--- config.mk ---
export PLATFORM = sky130hd
export DESIGN_NAME = im_loader
export DESIGN_NICKNAME = d
export VERILOG_FILES = /design/src/rtl/im_loader.sv
export SDC_FILE = /design/constraint.sdc
export NUM_CORES = 1
export LEC_CHECK = 0
export BUFFER_PORTS_ARGS = -buffer_cell sky130_fd_sc_hd__buf_2
export CORE_MARGIN = 2
export CORE_UTILIZATION = 62
export CTS_CLUSTER_DIAMETER = 150
export DETAILED_ROUTE_END_ITERATION = 7
export GPL_TIMING_DRIVEN = 0
export PLACE_DENSITY = 0.85
export SKIP_CTS_REPAIR_TIMING = 1
export SLEW_MARGIN = 20
export SYNTH_ARGS = -nofsm -noshare
export SYNTH_HDL_FRONTEND = slang
export SYNTH_SLANG_ARGS = --single-unit
--- constraint.sdc ---
create_clock -name clk -period 4.2 [get_ports clk]
set_input_delay 0.21 -clock clk [delete_from_list [all_inputs] [get_ports clk]]
set_output_delay 0.21 -clock clk [all_outputs]
set_load 0.02 [all_outputs]
--- src/rtl/im_loader.sv ---
// Boot-time instruction-memory loader: byte stream -> little-endian 32-bit words, holds the CPU until loaded.
// Optional trailing checksum byte is compiled in with `define IM_LOADER_CHECKSUM_EN.
//
// state  | meaning
// IDLE   | out of reset, CPU held, waiting for start
// HDR_LO | accept low byte of word count N
// HDR_HI | accept high byte of N, range check
// DATA   | accept payload bytes into the word register
// WRITE  | one-cycle full-word write to instruction memory
// CHK    | accept and compare the checksum byte (checksum build only)
// DONE   | load succeeded, CPU released
// ERR    | load rejected, CPU held
module im_loader #(
  parameter int ADDR_W    = 16,
  parameter int MAX_WORDS = 4096
) (
  input  logic              clk,
  input  logic              rst_n,
  input  logic              start,
  input  logic [7:0]        in_data,
  input  logic              in_valid,
  output logic              in_ready,
  output logic [3:0]        im_w_en,
  output logic [ADDR_W-1:0] im_addr,
  output logic [31:0]       im_wdata,
  output logic              cpu_hold,
  output logic              done,
  output logic              error
);

  typedef enum logic [2:0] {
    IDLE, HDR_LO, HDR_HI, DATA, WRITE,
`ifdef IM_LOADER_CHECKSUM_EN
    CHK,
`endif
    DONE, ERR
  } state_t;

`ifdef IM_LOADER_CHECKSUM_EN
  localparam state_t FINAL_ST = CHK;
`else
  localparam state_t FINAL_ST = DONE;
`endif

  state_t              state_q, state_d;
  logic [7:0]          hdr_lo_q, hdr_lo_d;
  logic [15:0]         n_q, n_d;
  logic [31:0]         word_q, word_d;
  logic [1:0]          byte_cnt_q, byte_cnt_d;
  logic [ADDR_W-3:0]   word_idx_q, word_idx_d;
  logic                in_ready_q, in_ready_d;
  logic [3:0]          im_w_en_q, im_w_en_d;
  logic [ADDR_W-1:0]   im_addr_q, im_addr_d;
  logic [31:0]         im_wdata_q, im_wdata_d;
  logic                cpu_hold_q, cpu_hold_d;
  logic                done_q, done_d;
  logic                error_q, error_d;
`ifdef IM_LOADER_CHECKSUM_EN
  logic [7:0]          sum_q, sum_d;
`endif

  logic        accept;
  logic [15:0] n_hdr;
  logic        last_word;

  assign accept    = in_valid && in_ready_q;
  assign n_hdr     = {in_data, hdr_lo_q};
  // Extended compare so the final increment can never alias through a word_idx wrap.
  assign last_word = (32'(word_idx_q) + 32'd1) == 32'(n_q);

  always_comb begin
    state_d    = state_q;
    hdr_lo_d   = hdr_lo_q;
    n_d        = n_q;
    word_d     = word_q;
    byte_cnt_d = byte_cnt_q;
    word_idx_d = word_idx_q;
    im_addr_d  = im_addr_q;
    im_wdata_d = im_wdata_q;
`ifdef IM_LOADER_CHECKSUM_EN
    sum_d      = sum_q;
`endif

    case (state_q)
      HDR_LO: if (accept) begin
        hdr_lo_d = in_data;
        state_d  = HDR_HI;
      end
      HDR_HI: if (accept) begin
        n_d        = n_hdr;
        byte_cnt_d = 2'd0;
        if (32'(n_hdr) > 32'(MAX_WORDS)) state_d = ERR;
        else if (n_hdr == 16'd0)         state_d = FINAL_ST;
        else                             state_d = DATA;
      end
      DATA: if (accept) begin
        word_d     = {in_data, word_q[31:8]};
        byte_cnt_d = byte_cnt_q + 2'd1;
`ifdef IM_LOADER_CHECKSUM_EN
        sum_d      = sum_q + in_data;
`endif
        if (byte_cnt_q == 2'd3) begin
          state_d    = WRITE;
          im_addr_d  = {word_idx_q, 2'b00};
          im_wdata_d = word_d;
        end
      end
      WRITE: begin
        word_idx_d = word_idx_q + 1'b1;
        state_d    = last_word ? FINAL_ST : DATA;
      end
`ifdef IM_LOADER_CHECKSUM_EN
      CHK: if (accept) state_d = (in_data == sum_q) ? DONE : ERR;
`endif
      default: ;
    endcase

    // start restarts only from a quiescent state; mid-load it is ignored.
    if (start && (state_q == IDLE || state_q == DONE || state_q == ERR)) begin
      state_d    = HDR_LO;
      word_idx_d = '0;
      byte_cnt_d = 2'd0;
`ifdef IM_LOADER_CHECKSUM_EN
      sum_d      = 8'd0;
`endif
    end

    in_ready_d = (state_d == HDR_LO) || (state_d == HDR_HI) || (state_d == DATA)
`ifdef IM_LOADER_CHECKSUM_EN
                 || (state_d == CHK)
`endif
                 ;
    im_w_en_d  = (state_d == WRITE) ? 4'b1111 : 4'b0000;
    cpu_hold_d = (state_d != DONE);
    done_d     = (state_d == DONE);
    error_d    = (state_d == ERR);
  end

  always_ff @(posedge clk or negedge rst_n) begin
    if (!rst_n) begin
      state_q    <= IDLE;
      hdr_lo_q   <= 8'd0;
      n_q        <= 16'd0;
      word_q     <= 32'd0;
      byte_cnt_q <= 2'd0;
      word_idx_q <= '0;
      in_ready_q <= 1'b0;
      im_w_en_q  <= 4'b0000;
      im_addr_q  <= '0;
      im_wdata_q <= 32'd0;
      cpu_hold_q <= 1'b1;
      done_q     <= 1'b0;
      error_q    <= 1'b0;
`ifdef IM_LOADER_CHECKSUM_EN
      sum_q      <= 8'd0;
`endif
    end else begin
      state_q    <= state_d;
      hdr_lo_q   <= hdr_lo_d;
      n_q        <= n_d;
      word_q     <= word_d;
      byte_cnt_q <= byte_cnt_d;
      word_idx_q <= word_idx_d;
      in_ready_q <= in_ready_d;
      im_w_en_q  <= im_w_en_d;
      im_addr_q  <= im_addr_d;
      im_wdata_q <= im_wdata_d;
      cpu_hold_q <= cpu_hold_d;
      done_q     <= done_d;
      error_q    <= error_d;
`ifdef IM_LOADER_CHECKSUM_EN
      sum_q      <= sum_d;
`endif
    end
  end

  assign in_ready = in_ready_q;
  assign im_w_en  = im_w_en_q;
  assign im_addr  = im_addr_q;
  assign im_wdata = im_wdata_q;
  assign cpu_hold = cpu_hold_q;
  assign done     = done_q;
  assign error    = error_q;

endmodule

# == Word level (Yosys, flattened, before mapping) ==
# Cells that the tools add are included.
# word_totals
reg_bits,129
in_bits,12
output_inout_bits,56
word_cells,65
# classes
n_addsub,3
eq_ne,17
reduce_logical,15
muxes,16
magnitude_cmp,1
# ops
op,n
14-bit two-way mux,2
3-bit two-way mux,8
"3-bit == test, second input constant",6
15-bit by 16-bit == test with 1-bit output,1
"16-bit by 13-bit greater-than comparator with 1-bit output, second input constant",1
16-bit zero test,1
"14-bit by 1-bit adder with 15-bit output, second input constant",1
"14-bit by 1-bit adder with 14-bit output, second input constant",1
"3-bit by 2-bit == test with 1-bit output, second input constant",4
3-bit one-hot mux with 4 select lines,1
"3-bit != test, second input constant",3
"3-bit by 1-bit == test with 1-bit output, second input constant",2
2-bit two-way mux,3
2-bit AND reduction,3
3-bit AND reduction,2
1-bit logical OR,4
4-bit two-way mux,1
2-bit one-hot mux with 2 select lines,1
3-bit zero test,1
3-bit nonzero test,1
"2-bit by 1-bit adder with 2-bit output, second input constant",1
"2-bit == test, second input constant",1
1-bit logical AND,2
2-bit nonzero test,1

# == Logic depth before layout (Yosys ltp) ==
# logic_depth
depth_word,9
ltp_mapped,8
depth_no_buf,7

# == Worst setup path after synthesis ==
# OpenSTA, ideal clock, no wires.
# synth_path
kind,reg2reg
startpoint,reg word_idx_q[0]
endpoint,reg error_q (netlist: error)
path_buffers,1
arrival_ns,1.968
stages_incl_launch_ff,9
path_slack_ns,2.154
setup_ns,0.078
required_ns,4.122
period_less_slack_ns,2.046
cell_sequence,dfrtp_1 ha_1 and4_1 buf_2 a21oi_1 o2111ai_1 a2111oi_2 nand4_1 a21oi_1
# synth_between
elab_chain_cells,6
# synth_lines
element,line_no,text
from (decl),50,"logic [ADDR_W-3:0] word_idx_q, word_idx_d;"
from (signal assigned),163,word_idx_q <= word_idx_d;
14-bit by 1-bit adder with 15-bit output,69,assign last_word = (32'(word_idx_q) + 32'd1) == 32'(n_q);
15-bit by 16-bit == test with 1-bit output,69,
3-bit two-way mux,110,state_d = last_word ? FINAL_ST : DATA;
3-bit one-hot mux with 4 select lines,84,case (state_q)
3-bit two-way mux,119,if (start && (state_q == IDLE || state_q == DONE || state_q == ERR)) begin
3-bit == test,136,error_d = (state_d == ERR);
via error_d,57,"logic error_q, error_d;"
to (signal assigned),170,error_q <= error_d;
to (decl),57,
# The timed path passes the listed nets, and every way through them passes these cells.
# A chain may end at the register's enable or synchronous reset.

# == Worst setup path in the final report ==
# Same ends and word-level chain as after synthesis.

==> flow_metrics.py <==
metrics = {
    "status": {
        "status": "finished clean",
    },
    "pwr": {
        "internal-power_uw": 3357,
        "powerDensity_mw_per_mm2": 823.8,
        "leakagePower_uw": 0.003218,
        "vdd_drop_max_mv": 0.5283,
        "report.power.total_uw": 5363,
        "combPwrFrac": 0.339,
        "p_sw_uw": 2006,
        "pwr-share-seq": 0.391,
        "swShare": 0.3740,
        "clkPwrFrac": 0.270,
    },
    "synthesis": {
        "ys_warn_count": 0,
        "synthTopCellsByArea": "dfrtp_1 (54%), nand2_1 (11%), mux2_2 (9.8%)",
        "synth_top_family_by_area": "simple AND/OR/NAND/NOR gates",
        "ys_async_sr_fraction": 1.000,
        "synth_seq_cells": 118,
        "ys_seq_area_frac": 0.5489,
        "synth_edf_count": 0,
        "synthDistinctLibCells": 59,
        "synthAdderAreaFrac": 0.004650,
        "yosysTopAreaCell": "dfrtp_1",
        "synthMuxAreaShare": 0.1002,
        "ys.flop_type": "dfrtp_1",
        "synthXorXnorAreaFrac": 0.02767,
        "syn-instance-count": 528,
        "synth_area_mm2": 0.005381,
        "synth-compound-area-share": 0.08393,
        "synthSimpleGateAreaFrac": 0.2009,
        "synth_top_area_frac": 0.5441,
        "syn_area_per_cell_um2": 10.19,
    },
    "finish": {
        "nNetsFinal": 632,
        "mostFrequentLayoutCells": "nand2_1 (161), dfrtp_1 (117), buf_2 (71)",
        "syn2layout_area_growth_pct": 20.97,
        "diodes": 0,
        "final_design_area_no_fill_mm2": 0.006510,
        "drive_gt1_frac": 0.2714,
        "layout_commonest_cell": "nand2_1",
        "fin_util": 0.7844,
    },
    "global_route": {
        "grt_pass1_vias": 4330,
        "grt_use_total": 0.3003,
        "grt.overflow.total": 0,
        "antenna_found_initial": 0,
        "grt_pass1_wl_um": 22340,
        "grt_max_degree": 61,
    },
    "placed_design": {
        "dpl_cell_area_mm2": 0.005876,
        "dpl.hpwl_um": 8526,
        "portBuffers": 65,
        "routabilityCongestion": 0.9785,
    },
    "sta": {
        "worstMarginPinSlew_ns": 0.7733,
        "skew_ns": 0.006015,
        "hold_viol": 0,
        "fin_crit_ns": 2.456,
        "holdWs_ns": 0.003372,
        "min_period_over_period": 0.5849,
        "max_freq_ghz": 0.4071,
        "tns_ns": 0,
        "final_max_slew_viol_count": 0,
        "rsz0062_at_grt": "false",
        "relSlewSlack": 0.4816,
        "setup_viol": 0,
    },
    "floorplanning": {
        "core_mm2": 0.008299,
        "ios": 68,
        "initial_core_util": 0.6484,
        "die_h_um": 97.17,
        "die_w_um": 97.17,
        "std_cell_rows": 33,
        "die_area_mm2": 0.009441,
    },
    "critical_path": {
        "cp_max_fo": 7,
        "crit_type": "reg -> reg",
        "path_buf_inv": 1,
        "endpoint_kind": "flop",
        "critical_path_cell_count": 8,
        "critPathLaunchType": "flop",
        "worstPathCellList": "ha_1, and4_1, buf_2, and3_1, o2111ai_1, a2111oi_2, nand4_1, a21oi_1",
        "slowest_delay_ns": 0.49,
        "crit_family": "compound AO/OA/AOI/OAI gates",
        "cp.required_ns": 4.63,
        "cp.arrival_ns": 2.89,
        "r2r_cells": 8,
        "critPathSlowestCell": "dfrtp_1",
    },
    "route": {
        "drt_first_pass_iters": 5,
        "drt_iter0_markers": 324,
        "vias": 4352,
        "drt-total-wl_um": 13340,
        "drc": 0,
        "wl_per_cell_um": 18.15,
        "vias_per_cell": 5.921,
        "antenna_left": 0,
    },
    "clock_network": {
        "htree_num_levels": 4,
        "cts.clk_slew.worst_paths_ns": 0.06,
        "clock_sinks": 118,
        "cts_tree": "yes",
        "cts_made_buffers": 17,
        "clock_latency_ns": 0.52,
        "clockBufferDepth": 2,
        "clockRootBuffer": "clkbuf_8",
    },
    "run": {
        "timing.max_cap.violations": 0,
    },
    "worst_hold_path": {
        "hp-class": "in -> reg",
        "worst_hold_path.num_cells": 3,
    },
}
==> flip-flops by register name, indices dropped and copies added, names as in the netlist, 2 cells and up <==
name,count
im_wdata,32
word_q,24
n_q,16
im_addr,14
word_idx_q,14
hdr_lo_q,8
state_q,3
byte_cnt_q,2
==> power groups by stage <==
| stage | sequential (uW) | clock [uW] | combinational [uW] |
|---|---|---|---|
| after CTS | 2080 | 1450 | 1820 |
| after floorplan | 2230 | 0 | 1040 |
| after detailed placement | 2070 | 0 | 1780 |
| final | 2100 | 1450 | 1820 |
| after global placement | 2050 | 0 | 1700 |
| after global routing | 2160 | 1510 | 2000 |
==> tightest hold or removal path: cells and delay by family <==
family	cells	cell delay, ns
buffers and inverters	1	0.16
AND/OR/NAND/NOR	2	0.11
==> per-stage QoR <==
step           std cells  setup slack [ns]
3_5_place_dp         700             1.822
2_1_floorplan        529             2.154
5_1_grt              735             1.581
3_3_place_gp         699             1.574
4_1_cts              731             1.792
6_report             735             1.744
==> layout make-up <==
class | count | area (um2)
Buffer | 30 | 147.6
Clock buffer | 19 | 441.7
Clock inverter | 12 | 152.6
Fill cell | 486 | 1789
Inverter | 8 | 30.03
Multi-Input combinational cell | 373 | 2253
Sequential cell | 118 | 2954
Tap cell | 105 | 131.4
Timing Repair Buffer | 70 | 399.1
==> synth_stat cells (all sizes together) (2+ instances only) <==
| library cell | instances |
|---|---|
| buf | 19 |
| a31oi | 4 |
| inv | 8 |
| a21boi | 2 |
| o21ai | 21 |
| nor4 | 4 |
| nor3 | 5 |
| and4 | 4 |
| xor2 | 10 |
| mux2 | 47 |
| nor2b | 6 |
| or3 | 5 |
| ha | 2 |
| a21oi | 13 |
| and3 | 4 |
| or4 | 4 |
| nand2 | 161 |
| xnor2 | 7 |
| o21a | 2 |
| nor3b | 3 |
| and2 | 2 |
| o31ai | 4 |
| a32oi | 2 |
| o41ai | 3 |
| dfrtp | 117 |
| nand3 | 10 |
| o22ai | 6 |
| nor2 | 15 |
| nand4 | 9 |
| clkbuf | 11 |
==> cells by family (layout without fill, tap and decap cells) <==
kind of cell / count (synthesis) / in the layout
other: 1 / 2
AND/OR/NAND/NOR: 236 / 236
AO/OA/AOI/OAI: 68 / 68
XOR/XNOR: 17 / 17
adder cells (fa/ha/maj): 2 / 2
multiplexers: 48 / 48
buffers and inverters: 38 / 139
flip-flops: 118 / 118
==> per-layer routing <==
layer / vias up / track usage / share of wire
met5: - / 0 / 0
met4: 0 / 0.1040 / 0.022
met3: 29 / 0.06691 / 0.065
met2: 184 / 0.4808 / 0.49
met1: 2154 / 0.4096 / 0.42
li1: 1985 / - / -
==> path summary, 6_finish.rpt <==
| kind | start | slack (ns) | endpoint |
|---|---|---|---|
| min reg2reg | im_addr[7] | 0.47 | im_addr[7] |
| max in group asynchronous | rst_n | 3.29 | im_wdata[27] |
| max reg2reg | word_idx_q[0] | 1.74 | error |
| min | in_data[7] | 0.003 | im_wdata[31] |
| max | word_idx_q[0] | 1.74 | error |
| min in group asynchronous | rst_n | 0.24 | im_wdata[2] |
Note: power is estimated with default switching activity, not from simulation.
